==> src/rtl/rsa_mem_pkg.sv <==
// Shared types for the data-memory store buffer.
// Contents: bus widths, word-offset LSB, FSM state enum, pending-store entry struct.
package rsa_mem_pkg;

  localparam int unsigned ADDR_W   = 32;
  localparam int unsigned DATA_W   = 32;
  localparam int unsigned WORD_LSB = 2;

  typedef enum logic {
    SB_RUN,
    SB_FLUSH
  } sb_state_t;

  typedef struct packed {
    logic [ADDR_W-1:0] addr;
    logic [DATA_W-1:0] data;
  } sb_entry_t;

endpackage

==> src/rtl/mem_store_buffer_if.sv <==
// CPU-side and data_mem-side signals of the store buffer.
// slave  : the buffer (takes CPU requests and mem_rd, drives cpu_rd/stall/status and the mem port)
// master : the environment (pipeline MEM stage plus data_mem)
interface mem_store_buffer_if;
  import rsa_mem_pkg::*;

  logic              cpu_we;
  logic              cpu_re;
  logic [ADDR_W-1:0] cpu_addr;
  logic [DATA_W-1:0] cpu_wd;
  logic [DATA_W-1:0] cpu_rd;
  logic              stall;
  logic              flush_req;
  logic              flush_done;
  logic              empty;
  logic              mem_we;
  logic [ADDR_W-1:0] mem_a;
  logic [DATA_W-1:0] mem_wd;
  logic [DATA_W-1:0] mem_rd;

  modport slave (
    input  cpu_we, cpu_re, cpu_addr, cpu_wd, flush_req, mem_rd,
    output cpu_rd, stall, flush_done, empty, mem_we, mem_a, mem_wd
  );

  modport master (
    output cpu_we, cpu_re, cpu_addr, cpu_wd, flush_req, mem_rd,
    input  cpu_rd, stall, flush_done, empty, mem_we, mem_a, mem_wd
  );

endinterface

==> src/rtl/sb_fwd_match.sv <==
// Store-to-load forwarding lookup: compares a word index against every pending
// entry and returns the data of the youngest valid hit.
// Ports: tags/datas (per-slot word index and data), valid (slot mask),
//        wr_ptr (next write slot), idx (lookup word index) -> hit, data.
module sb_fwd_match
  import rsa_mem_pkg::*;
#(
  parameter  int unsigned DEPTH  = 4,
  parameter  int unsigned IDX_HI = 13,
  localparam int unsigned PTR_W  = $clog2(DEPTH),
  localparam int unsigned IDX_W  = IDX_HI - WORD_LSB + 1
) (
  input  logic [IDX_W-1:0]  tags  [DEPTH],
  input  logic [DATA_W-1:0] datas [DEPTH],
  input  logic [DEPTH-1:0]  valid,
  input  logic [PTR_W-1:0]  wr_ptr,
  input  logic [IDX_W-1:0]  idx,
  output logic              hit,
  output logic [DATA_W-1:0] data
);

  logic [PTR_W-1:0] slot;

  // Walk oldest to youngest so a later (younger) hit overrides earlier ones.
  always_comb begin
    hit  = 1'b0;
    data = '0;
    slot = '0;
    for (int k = DEPTH; k >= 1; k--) begin
      slot = wr_ptr - PTR_W'(k);
      if (valid[slot] && (tags[slot] == idx)) begin
        hit  = 1'b1;
        data = datas[slot];
      end
    end
  end

endmodule

==> src/rtl/mem_store_buffer.sv <==
// Posted-write buffer in front of data_mem. Stores retire into a FIFO in one
// cycle and drain on cycles with no CPU access; loads read data_mem directly
// with youngest-store forwarding; flush_req drains the FIFO and pulses flush_done.
// Ports: clk, reset (sync, active-low), sb (mem_store_buffer_if.slave: CPU
//        request/response, stall, flush handshake, empty, data_mem port).
module mem_store_buffer
  import rsa_mem_pkg::*;
#(
  parameter int unsigned DEPTH  = 4,
  parameter int unsigned IDX_HI = 13
) (
  input logic             clk,
  input logic             reset,
  mem_store_buffer_if.slave sb
);

  localparam int unsigned PTR_W = $clog2(DEPTH);
  localparam int unsigned CNT_W = PTR_W + 1;
  localparam int unsigned IDX_W = IDX_HI - WORD_LSB + 1;

  sb_entry_t         fifo_q [DEPTH];
  logic [PTR_W-1:0]  wr_ptr_q, rd_ptr_q;
  logic [CNT_W-1:0]  count_q;
  sb_state_t         state_q, state_d;

  logic              full, is_empty;
  logic              accept, drain_now, stall_c, flush_done_c;
  logic [DEPTH-1:0]  valid;
  logic [PTR_W-1:0]  off;
  logic [IDX_W-1:0]  tags  [DEPTH];
  logic [DATA_W-1:0] datas [DEPTH];
  logic              fwd_hit;
  logic [DATA_W-1:0] fwd_data;

  assign full     = (count_q == CNT_W'(DEPTH));
  assign is_empty = (count_q == '0);

  // Slot i is pending when its distance from the head is below count.
  always_comb begin
    valid = '0;
    off   = '0;
    for (int i = 0; i < DEPTH; i++) begin
      off      = PTR_W'(i) - rd_ptr_q;
      valid[i] = ({1'b0, off} < count_q);
      tags[i]  = fifo_q[i].addr[IDX_HI:WORD_LSB];
      datas[i] = fifo_q[i].data;
    end
  end

  sb_fwd_match #(
    .DEPTH  (DEPTH),
    .IDX_HI (IDX_HI)
  ) u_fwd (
    .tags   (tags),
    .datas  (datas),
    .valid  (valid),
    .wr_ptr (wr_ptr_q),
    .idx    (sb.cpu_addr[IDX_HI:WORD_LSB]),
    .hit    (fwd_hit),
    .data   (fwd_data)
  );

  // Next state, accept/drain arbitration and stall.
  always_comb begin
    state_d      = state_q;
    accept       = 1'b0;
    drain_now    = 1'b0;
    stall_c      = 1'b0;
    flush_done_c = 1'b0;
    case (state_q)
      SB_RUN: begin
        accept    = sb.cpu_we && !full;
        stall_c   = sb.cpu_we && full;
        // A full-buffer store frees the head this cycle so it fits next cycle.
        drain_now = !is_empty && !sb.cpu_re && (!sb.cpu_we || full);
        if (sb.flush_req) state_d = SB_FLUSH;
      end
      SB_FLUSH: begin
        stall_c   = 1'b1;
        drain_now = !is_empty;
        if (is_empty) begin
          flush_done_c = 1'b1;
          state_d      = SB_RUN;
        end
      end
      default: state_d = SB_RUN;
    endcase
  end

  // State, pointers and occupancy.
  always_ff @(posedge clk) begin
    if (!reset) begin
      state_q  <= SB_RUN;
      wr_ptr_q <= '0;
      rd_ptr_q <= '0;
      count_q  <= '0;
    end else begin
      state_q <= state_d;
      if (accept)    wr_ptr_q <= wr_ptr_q + PTR_W'(1);
      if (drain_now) rd_ptr_q <= rd_ptr_q + PTR_W'(1);
      case ({accept, drain_now})
        2'b10:   count_q <= count_q + CNT_W'(1);
        2'b01:   count_q <= count_q - CNT_W'(1);
        default: count_q <= count_q;
      endcase
    end
  end

  // Entry storage needs no reset; validity comes from the pointers and count.
  always_ff @(posedge clk) begin
    if (accept) fifo_q[wr_ptr_q] <= '{addr: sb.cpu_addr, data: sb.cpu_wd};
  end

  // data_mem port mux: head entry while draining, else pass the CPU access through.
  assign sb.mem_we     = drain_now;
  assign sb.mem_a      = drain_now ? fifo_q[rd_ptr_q].addr : sb.cpu_addr;
  assign sb.mem_wd     = drain_now ? fifo_q[rd_ptr_q].data : sb.cpu_wd;
  assign sb.stall      = stall_c;
  assign sb.flush_done = flush_done_c;
  assign sb.empty      = is_empty;
  assign sb.cpu_rd     = ((state_q == SB_RUN) && sb.cpu_re && !sb.cpu_we && fwd_hit)
                         ? fwd_data : sb.mem_rd;

endmodule
==> src/flat_wrapper.sv <==
// flat-port wrapper written by rule: the top's interface ports become plain ports
module mem_store_buffer_flat import rsa_mem_pkg::*;
#(
  parameter int unsigned DEPTH  = 4,
  parameter int unsigned IDX_HI = 13
)
  (clk, reset, sb_cpu_we, sb_cpu_re, sb_cpu_addr, sb_cpu_wd, sb_flush_req, sb_mem_rd, sb_cpu_rd, sb_stall, sb_flush_done, sb_empty, sb_mem_we, sb_mem_a, sb_mem_wd);
  mem_store_buffer_if sb_i ();
  input logic clk;
  input logic reset;
  input wire logic [$bits(sb_i.cpu_we)-1:0] sb_cpu_we;
  input wire logic [$bits(sb_i.cpu_re)-1:0] sb_cpu_re;
  input wire logic [$bits(sb_i.cpu_addr)-1:0] sb_cpu_addr;
  input wire logic [$bits(sb_i.cpu_wd)-1:0] sb_cpu_wd;
  input wire logic [$bits(sb_i.flush_req)-1:0] sb_flush_req;
  input wire logic [$bits(sb_i.mem_rd)-1:0] sb_mem_rd;
  output wire logic [$bits(sb_i.cpu_rd)-1:0] sb_cpu_rd;
  output wire logic [$bits(sb_i.stall)-1:0] sb_stall;
  output wire logic [$bits(sb_i.flush_done)-1:0] sb_flush_done;
  output wire logic [$bits(sb_i.empty)-1:0] sb_empty;
  output wire logic [$bits(sb_i.mem_we)-1:0] sb_mem_we;
  output wire logic [$bits(sb_i.mem_a)-1:0] sb_mem_a;
  output wire logic [$bits(sb_i.mem_wd)-1:0] sb_mem_wd;
  assign sb_i.cpu_we = sb_cpu_we;
  assign sb_i.cpu_re = sb_cpu_re;
  assign sb_i.cpu_addr = sb_cpu_addr;
  assign sb_i.cpu_wd = sb_cpu_wd;
  assign sb_i.flush_req = sb_flush_req;
  assign sb_i.mem_rd = sb_mem_rd;
  assign sb_cpu_rd = sb_i.cpu_rd;
  assign sb_stall = sb_i.stall;
  assign sb_flush_done = sb_i.flush_done;
  assign sb_empty = sb_i.empty;
  assign sb_mem_we = sb_i.mem_we;
  assign sb_mem_a = sb_i.mem_a;
  assign sb_mem_wd = sb_i.mem_wd;
  mem_store_buffer #(.DEPTH(DEPTH), .IDX_HI(IDX_HI)) u_core (.clk(clk), .reset(reset), .sb(sb_i));
endmodule
==> config.mk <==
export PLATFORM = sky130hd
export DESIGN_NAME = mem_store_buffer_flat
export DESIGN_NICKNAME = d
export VERILOG_FILES = /design/src/rtl/rsa_mem_pkg.sv /design/src/rtl/mem_store_buffer_if.sv /design/src/rtl/sb_fwd_match.sv /design/src/rtl/mem_store_buffer.sv /design/src/flat_wrapper.sv
export SDC_FILE = /design/constraint.sdc
export NUM_CORES = 1
export LEC_CHECK = 0
export CAP_MARGIN = 10
export CELL_PAD_IN_SITES_DETAIL_PLACEMENT = 0
export CELL_PAD_IN_SITES_GLOBAL_PLACEMENT = 1
export CORE_MARGIN = 4
export CORE_UTILIZATION = 35
export CTS_CLUSTER_DIAMETER = 120
export DETAILED_ROUTE_END_ITERATION = 6
export GPL_TIMING_DRIVEN = 0
export PLACE_DENSITY_LB_ADDON = 0.3
export SLEW_MARGIN = 20
export SYNTH_ARGS = -nofsm -noshare
export SYNTH_HDL_FRONTEND = slang
export SYNTH_HIERARCHICAL = 1
export SYNTH_SLANG_ARGS = --single-unit
==> constraint.sdc <==
create_clock -name clk -period 10.75 [get_ports clk]
set_input_delay 2.15 -clock clk [delete_from_list [all_inputs] [get_ports clk]]
set_output_delay 2.15 -clock clk [all_outputs]
set_load 0.1 [all_outputs]
[After elaboration in Yosys (flattened, before gate mapping)]
Memories as Yosys holds them, arrays and structs flattened. A register that Yosys moved wholly into a read port is not among the register bits.
Cells that the tools add are included.
Operators by class
  $lt $le $gt $ge: 12
  reduce and logical (&&, ||, !) cells: 18
  mux-type cells: 56
  bitwise logic cells: 5
  $add $sub $neg: 11
  equality and inequality tests: 7
Operators by type and width (number)
  32-bit 2-to-1 mux: 15
  32-bit binary-select mux with 2-bit select: 4
  12-bit binary-select mux with 2-bit select: 4
  12-bit 2-to-1 mux: 8
  12-bit equality test: 4
  1-bit 2-to-1 mux: 15
  3-bit greater-or-equal comparator (second input constant): 4
  2-bit by 3-bit less-than comparator with 1-bit output: 4
  2-bit by 3-bit less-than comparator with 1-bit output (second input constant): 4
  2-bit NOT with 3-bit output: 4
  1-bit logical AND: 11
  1-bit binary-select mux with 2-bit select: 4
  1-bit one-hot mux with 2 select lines: 3
  3-bit one-hot mux with 2 select lines: 1
  2-bit by 1-bit adder with 2-bit output (second input constant): 2
  1-bit logical NOT: 4
  2-bit 2-to-1 mux: 2
  1-bit by 2-bit subtractor with 2-bit output (first input constant): 2
  2-bit subtractor (first input constant): 2
  2-bit subtractor (second input constant): 2
  3-bit by 1-bit adder with 3-bit output (second input constant): 1
  3-bit equality test (second input constant): 1
  3-bit logical NOT: 1
  3-bit by 1-bit subtractor with 3-bit output (second input constant): 1
  6 further kinds: 6
Word-level totals
  RAM bits: 256
  input bits: 101
  bits in registers: 8
  output and inout bits: 100
  memories: 1
  logic and storage cells: 114
Memories
  u_core.fifo_q: depth 4, width 64, rd ports 5, clocked after Yosys merged registers in 1, wr ports 1, line mem_store_buffer.sv:21  | sb_entry_t fifo_q [DEPTH];

[Logic depth before layout (Yosys ltp)]
Gate-level depths: netlist (run 1).
  word-level depth: 12
  depth in mapped cells: 17
  gate-level depth less buffers: 14

[Modules after synthesis]
The synthesis (run 1) kept the hierarchy.
By module, submodules not included
  mem_store_buffer: seq. area each 7887.6 um^2, instances 1, cells an instance 524, area each 11070.6 um^2
  sb_fwd_match: seq. area each 0.0 um^2, instances 1, cells an instance 765, area each 5749.3 um^2

[Worst setup path before layout (run 1)]
No wires, ideal clock.
  kind: input-to-output
  start: in sb_cpu_addr[8]
  end: out sb_cpu_rd[5]
  setup slack: 3.226 ns
  arrival time: 5.374 ns
  required time: 8.600 ns
  buffers on the path: 4
  cell stages on the path: 13
  cells stage by stage: clkbuf_1 inv_1 xnor2_1 nor4bb_1 mux2i_1 nor2_1 a22o_1 buf_2 nand3b_1 nor4bb_1 clkbuf_1 buf_2 mux2_1
On the way
  longest elaborated chain between the ends: 8
  elaborated cells on any way between the ends: 18
  classes of those cells: eq/ne (4); mux (9); reduce/logical (5)
RTL lines
  start, declared: line flat_wrapper.sv:13  | input wire logic [$bits(sb_i.cpu_addr)-1:0] sb_cpu_addr;
  12-bit equality test: line sb_fwd_match.sv:31  | if (valid[slot] && (tags[slot] == idx)) begin
  1-bit logical AND: line sb_fwd_match.sv:31
  1-bit 2-to-1 mux (3 in series): line sb_fwd_match.sv:31
  1-bit 2-to-1 mux (*): line sb_fwd_match.sv:31
  named net u_core.fwd_hit: line mem_store_buffer.sv:32  | logic fwd_hit;
  1-bit logical AND (*): line mem_store_buffer.sv:121  | assign sb.cpu_rd = ((state_q == SB_RUN) && sb.cpu_re && !sb.cpu_we && fwd_hit)
  32-bit 2-to-1 mux (*): line mem_store_buffer.sv:122  | ? fwd_data : sb.mem_rd;
  end, declared: line flat_wrapper.sv:17  | output wire logic [$bits(sb_i.cpu_rd)-1:0] sb_cpu_rd;
Mark *: on every way through the listed nets, which the timed path passes. The rest lies on a longest branch.

[Worst setup path in the final report (run 1)]
  start: in sb_cpu_addr[8]
  end: out sb_cpu_rd[29]
Same word-level chain as after synthesis.

==> run_results.csv, run 1 <==
group,metric,value,unit
sta,setup_tns,0,ns
final_layout,fin_nets,1637,
floorplan,die_area,51600,um2
logic_synthesis,syn-cell-area,16800,um2
final_layout,final_cell_mix,"edfxtp_1, clkdlybuf4s50_1, mux2i_1",
power,comb_power_share,50.7,%
floorplan,die_w,227,um
power,ir_worst_vdd,0.000281,V
placement,place_hpwl,37.6,mm
cts,cts_made_buffers,31,
floorplan,start_util,35.3,%
cts,clk_latency,0.59,ns
logic_synthesis,netlist.area_leader.share,45.7,%
power,seqPwrFrac,27.0,%
global_routing,grtUsageTotal,20.4,%
routing,wl_per_cell,25.2,um
routing,vias,12500,
power,finalPower,0.00481,W
final_layout,layout_commonest_cell,"edfxtp_1",
critical_path,startpoint,"sb_cpu_addr[8]",
logic_synthesis,async_flop_share,0,%
floorplan,ios,201,
power,p_int,0.00268,W
critical_path,crit_fanout,10,
worst_hold_path,holdCritPathClass,"reg -> reg",
sta,fin_skew,0.0140,ns
logic_synthesis,synth_cell_types,66,
logic_synthesis,yosysTopAreaCell,"edfxtp_1",
cts,clockBufferDepth,3,
floorplan,rows,80,
logic_synthesis,synth_cells,1289,
cts,htree_levels,1,
critical_path,path_class,"in -> out",
cts,cts_tree,"yes",
logic_synthesis,yosysSeqAreaShare,46.9,%
critical_path,reg2reg_from,"u_core/state_q$_SDFF_PN0_",
sta,setup_viol,0,
cts,root_buffer,"clkbuf_16",
final_layout,drive_gt1_share,20.5,%
routing,routed_via_density,5.77,
logic_synthesis,synthFlopType,"edfxtp_1",
global_routing,grt_max_degree,40,
critical_path,cp-endpoint,"sb_cpu_rd[29]",
cts,ctsHoldBuffers,0,
critical_path,arrival,8.21,ns
routing,drt_pass1_iterations,6,
sta,fmax,96.5,MHz
sta,fin_crit_sh,96.4,%
critical_path,r2r_end,"u_core/count_q[2]$_SDFFE_PN0P_",
power,power.switching,0.00214,W
global_routing,grt_pass1_vias,12300,
floorplan,core-area,47600,um2
placement,gp_congestion,0.888,
routing,route.detailed.drc,0,
placement,placed_area,19700,um2
power,powerDensity,232,nW/um2
cts,cts.reportedPaths.clkPinSlew,0.06,ns
global_routing,antenna_found_initial,3,
power,clkPwrFrac,22.3,%
placement,port_buffers,200,
cts,cts_resized,0,
sta,slew_viol_final,0,
cts,post-cts-setup-buffer-count,0,
critical_path,worst_ep_required_time,8.60,ns
critical_path,reg2reg_depth,10,
routing,ant_nets,0,
power,p_leak,6.55,nW
sta,finalHoldViolations,0,
logic_synthesis,synthesis.nets,1400,
routing,drtIter0Drc,1041,
final_layout,final_cell_area,20800,um2
sta,period_needed,10.36,ns
critical_path,reg2reg_slack,7.73,ns
critical_path,critPathLaunchType,"primary input",
routing,drt_wl_total,54.5,mm
final_layout,fillerInstances,4455,
sta,relSlewSlack,30.3,%
cts,clock-sinks,266,
global_routing,grt_pass1_wl,79.6,mm
sta,rsz0062_at_grt,"no",
critical_path,end_kind,"output pin",
status,status,"completed",
logic_synthesis,synth-seq-cells,266,
floorplan,die_y,227,um
global_routing,overflow,0,
sta,worstMarginPinSlew,1.04,ns
logic_synthesis,ys_warn_count,6,
logic_synthesis,synth_edf_count,256,
run,cap_violations,0,
logic_synthesis,synth.area.top_cells,"edfxtp_1, mux4_2, mux2i_1",
power,switching_share,44.4,%
final_layout,syn_to_final_growth,23.4,%
logic_synthesis,avgSynthCellArea,13.0,um2
-- power by group through the flow --
stage	Combinational [W]	Sequential [W]	Clock, W
2_1_floorplan	0.00182	0.00130	0
3_3_place_gp	0.00243	0.00133	0
3_5_place_dp	0.00245	0.00132	0
4_1_cts	0.00246	0.00130	0.00111
5_1_grt	0.00256	0.00131	0.00115
6_report	0.00244	0.00130	0.00108
-- layer usage --
layer / up-vias / wire (um) / track usage (%)
met3: 98 / 4170 / 3.98
met1: 6272 / 24200 / 29.4
met4: 6 / 1560 / 6.17
met2: 523 / 24500 / 31.4
met5: - / 35 / 0
li1: 5596 / - / -
-- critical path, cell delays in order --
cell and delay (ns):
clkdlybuf4s50_1 0.55, clkbuf_1 0.30, inv_1 0.18, xnor2_1 0.28
nor4bb_1 0.30, mux2i_1 0.23, nor2_1 0.52, a22o_1 0.41
buf_2 0.33, nand3b_1 0.26, nor4bb_1 0.30, clkbuf_1 0.55
buf_2 0.42, mux2_2 0.26, clkdlybuf4s50_1 1.14
-- kinds of logic (layout without fill, tap and decap cells) --
kind of cell	after synthesis	after routing	share of synthesized area, %
compound gates	293	293	11.1
xor+xnor	61	61	3.18
fa+ha+maj	10	10	0.789
buf+inv	122	381	3.66
flops	266	266	46.9
mux	357	357	28.8
other cells	0	1	0
simple gates	180	180	5.64
-- registers in the layout, indices dropped and copies added (netlist names), named ones only --
name and cells:
u_core/fifo_q 256, u_core/count_q 3, u_core/rd_ptr_q 2, u_core/state_q 1, u_core/wr_ptr_q 2
-- stage by stage --
| step | std cells | hold WS, ns | setup slack, ns | utilization [%] |
|---|---|---|---|---|
| after floorplan | 1289 | 0.492 | 3.23 | - |
| after global placement | 2104 | 0.516 | 0.462 | 41.1 |
| after detailed placement | 2108 | 0.529 | 0.440 | 41.4 |
| after CTS | 2163 | 0.538 | 0.433 | 43.6 |
| after global routing | 2163 | 0.581 | 0.139 | 43.6 |
| final | 2164 | 0.534 | 0.389 | 43.6 |
-- cell usage after synthesis (all sizes together) (9+ instances only) --
cell / n
mux4: 87
clkbuf: 47
mux2i: 135
a22oi: 11
inv: 14
mux2: 135
a21oi: 107
buf: 61
and2: 32
nand2: 21
a211oi: 86
nor2: 53
edfxtp: 256
dfxtp: 10
xor2: 27
o21ai: 47
xnor2: 34
ha: 9
nor3: 29
-- worst min path at each step --
stage	from	end	slack, ns	cells past startpoint
2_1_floorplan	u_core/rd_ptr_q[1]$_SDFFE_PN0N_	flop	0.49	2
3_3_place_gp	u_core/rd_ptr_q[1]$_SDFFE_PN0N_	u_core/rd_ptr_q[1]$_SDFFE_PN0N_	0.52	2
3_5_place_dp	u_core/rd_ptr_q[1]$_SDFFE_PN0N_	flop	0.53	2
4_1_cts	u_core/rd_ptr_q[1]$_SDFFE_PN0N_	u_core/rd_ptr_q[1]$_SDFFE_PN0N_	0.54	2
5_1_grt	u_core/rd_ptr_q[1]$_SDFFE_PN0N_	u_core/rd_ptr_q[1]$_SDFFE_PN0N_	0.58	2
6_report	u_core/rd_ptr_q[1]$_SDFFE_PN0N_	u_core/rd_ptr_q[1]$_SDFFE_PN0N_	0.53	2
-- final cells by class --
class / instances / area, um2 / area share [%]
timing repair buffer: 204 / 2110 / 10.2
clock buffer: 31 / 776 / 3.74
tap: 615 / 769 / 3.71
inverter: 14 / 52.6 / 0.253
multi-input combinational: 901 / 8340 / 40.2
buffer: 108 / 563 / 2.71
sequential: 266 / 7890 / 38.0
clock inverter: 24 / 256 / 1.24
antenna: 1 / 2.50 / 0.0121
Power figures use the tool's default switching activity.
==> inputs of run 2 (changes only) <==
- HOLD_SLACK_MARGIN: not set -> 0.06
- SLEW_MARGIN: 20 -> not set
==> run 2 against run 1 <==
Clock-buffer cell count rose by 10. Sequential cell count unchanged. Register-to-register slack better by 0.03 ns. Highest routed layer unchanged. Die area stayed put. Worst hold slack about the same. Clock power barely moved. Worst setup slack better by 0.0058 ns. Clock skew shrank 0.0023 ns. Non-clock buffer count unchanged.
==> run_results.csv, run 2 (synthesis results as in run 1) <==
group,metric,value,unit
critical_path,r2r_end,"u_core/count_q[2]$_SDFFE_PN0P_",
sta,worstMarginPinSlew,1.03,ns
final_layout,n_antenna_cell,0,
cts,cts_resized,0,
routing,ant_nets,0,
critical_path,reg2reg_slack,7.76,ns
power,powerDensity,233,nW/um2
critical_path,cp-endpoint,"sb_cpu_rd[29]",
final_layout,final_cell_mix,"edfxtp_1, clkdlybuf4s50_1, mux2i_1",
cts,clk_latency,0.54,ns
power,ir_worst_vdd,0.000197,V
final_layout,largest_reg_flops,256,
placement,port_buffers,200,
routing,drt_wl_total,54.4,mm
routing,drt_pass1_iterations,7,
sta,fin_crit_sh,96.3,%
cts,cts_tree,"yes",
cts,htree_levels,2,
cts,cts_made_buffers,34,
routing,routed_via_density,5.78,
placement,gp_congestion,0.888,
floorplan,die_y,227,um
status,status,"completed",
global_routing,grtUsageTotal,20.5,%
cts,root_buffer,"clkbuf_16",
sta,relSlewSlack,30.9,%
critical_path,cp_slowest_stage_delay,1.15,ns
critical_path,reg2reg_from,"u_core/state_q$_SDFF_PN0_",
final_layout,syn_to_final_growth,23.6,%
critical_path,arrival,8.20,ns
final_layout,layout_commonest_cell,"edfxtp_1",
global_routing,grt_max_degree,49,
final_layout,largest-register,"u_core/fifo_q",
global_routing,grt_pass1_wl,79.9,mm
routing,vias,12500,
routing,wl_per_cell,25.1,um
cts,ctsHoldBuffers,0,
critical_path,end_kind,"output pin",
power,seqPwrFrac,26.8,%
sta,fin_skew,0.0117,ns
sta,finalHoldViolations,0,
sta,period_needed,10.35,ns
sta,rsz0062_at_grt,"no",
power,power.switching,0.00214,W
floorplan,start_util,35.3,%
critical_path,path_depth,15,
cts,clockBufferDepth,3,
critical_path,crit_slowest_cell,"clkdlybuf4s50_1",
sta,fmax,96.6,MHz
critical_path,path_buf_inv,7,
cts,post-cts-setup-buffer-count,0,
cts,clock-sinks,266,
critical_path,path_cells,"clkdlybuf4s50_1, clkbuf_1, inv_1, xnor2_1, nor4bb_1, mux2i_1, nor2_1, a22o_1, buf_2, nand3b_1, nor4bb_1, clkbuf_1, buf_2, mux2_2, clkdlybuf4s50_1",
sta,setup_viol,0,
global_routing,grt_pass1_vias,12400,
power,clkPwrFrac,22.9,%
worst_hold_path,holdCritPathClass,"reg -> reg",
final_layout,reg.largest.list,"u_core/fifo_q (256), u_core/count_q (3)",
floorplan,ios,201,
power,switching_share,44.2,%
global_routing,antenna_found_initial,3,
sta,slew_viol_final,0,
critical_path,reg2reg_depth,10,
power,finalPower,0.00485,W
global_routing,overflow,0,
routing,route.detailed.drc,0,
critical_path,crit_fanout,10,
sta,hold_ws,0.533,ns
floorplan,die_area,51600,um2
sta,setup_tns,0,ns
routing,drtIter0Drc,1076,
critical_path,worst_ep_required_time,8.60,ns
power,p_int,0.00270,W
floorplan,core-area,47600,um2
power,p_leak,6.56,nW
cts,cts.reportedPaths.clkPinSlew,0.05,ns
floorplan,die_w,227,um
final_layout,drive_gt1_share,20.5,%
placement,place_hpwl,37.5,mm
critical_path,crit_family,"buffers and inverters",
critical_path,critPathLaunchType,"primary input",
run,cap_violations,0,
critical_path,path_class,"in -> out",
power,comb_power_share,50.4,%
critical_path,startpoint,"sb_cpu_addr[8]",
floorplan,rows,80,
final_layout,fin_nets,1640,
-- run 2: per-stage QoR --
step | utilization, % | setup slack (ns) | cell area (um2) | cells
floorplan | - | 3.23 | 16800 | 1289
global placement | 41.1 | 0.462 | 19600 | 2104
detailed placement | 41.4 | 0.462 | 19700 | 2108
CTS | 43.7 | 0.454 | 20800 | 2167
global route | 43.7 | 0.185 | 20800 | 2167
finish | 43.7 | 0.395 | 20800 | 2167
-- run 2: worst min path at each step --
stage / from / to / slack, ns / cells past startpoint
2_1_floorplan: u_core/rd_ptr_q[1]$_SDFFE_PN0N_ / flop / 0.49 / 2
3_3_place_gp: u_core/rd_ptr_q[1]$_SDFFE_PN0N_ / u_core/rd_ptr_q[1]$_SDFFE_PN0N_ / 0.52 / 2
3_5_place_dp: u_core/rd_ptr_q[1]$_SDFFE_PN0N_ / flop / 0.53 / 2
4_1_cts: u_core/rd_ptr_q[1]$_SDFFE_PN0N_ / flop / 0.53 / 2
5_1_grt: u_core/rd_ptr_q[1]$_SDFFE_PN0N_ / flop / 0.57 / 2
6_report: u_core/rd_ptr_q[1]$_SDFFE_PN0N_ / flop / 0.53 / 2
-- run 2: tightest hold or removal path: cells and delay by family (launching register included) --
kind / cells / cell delay, ns
muxes: 1 / 0.07
and+or+nand+nor: 1 / 0.07
DFF: 1 / 0.34
-- run 2: cell type report --
type / instances / area [um2]
multi-input combinational: 901 / 8340
fill: 4451 / 26800
clock buffer: 41 / 898
clock inverter: 18 / 178
buffer: 108 / 563
timing repair buffer: 204 / 2110
sequential: 266 / 7890
tap: 615 / 769
inverter: 14 / 52.6
-- run 2: power groups by stage --
stage	Combinational, W	Sequential (W)	Clock (W)
floorplan	0.00182	0.00130	0
global placement	0.00243	0.00133	0
detailed placement	0.00245	0.00132	0
CTS	0.00246	0.00130	0.00114
global route	0.00256	0.00131	0.00119
finish	0.00244	0.00130	0.00111
-- run 2: per-layer routing --
layer / wire length, um / track usage (%)
met1: 24200 / 29.3
met2: 24600 / 31.6
met3: 4040 / 4.64
met4: 1480 / 6.13
met5: 35 / 0
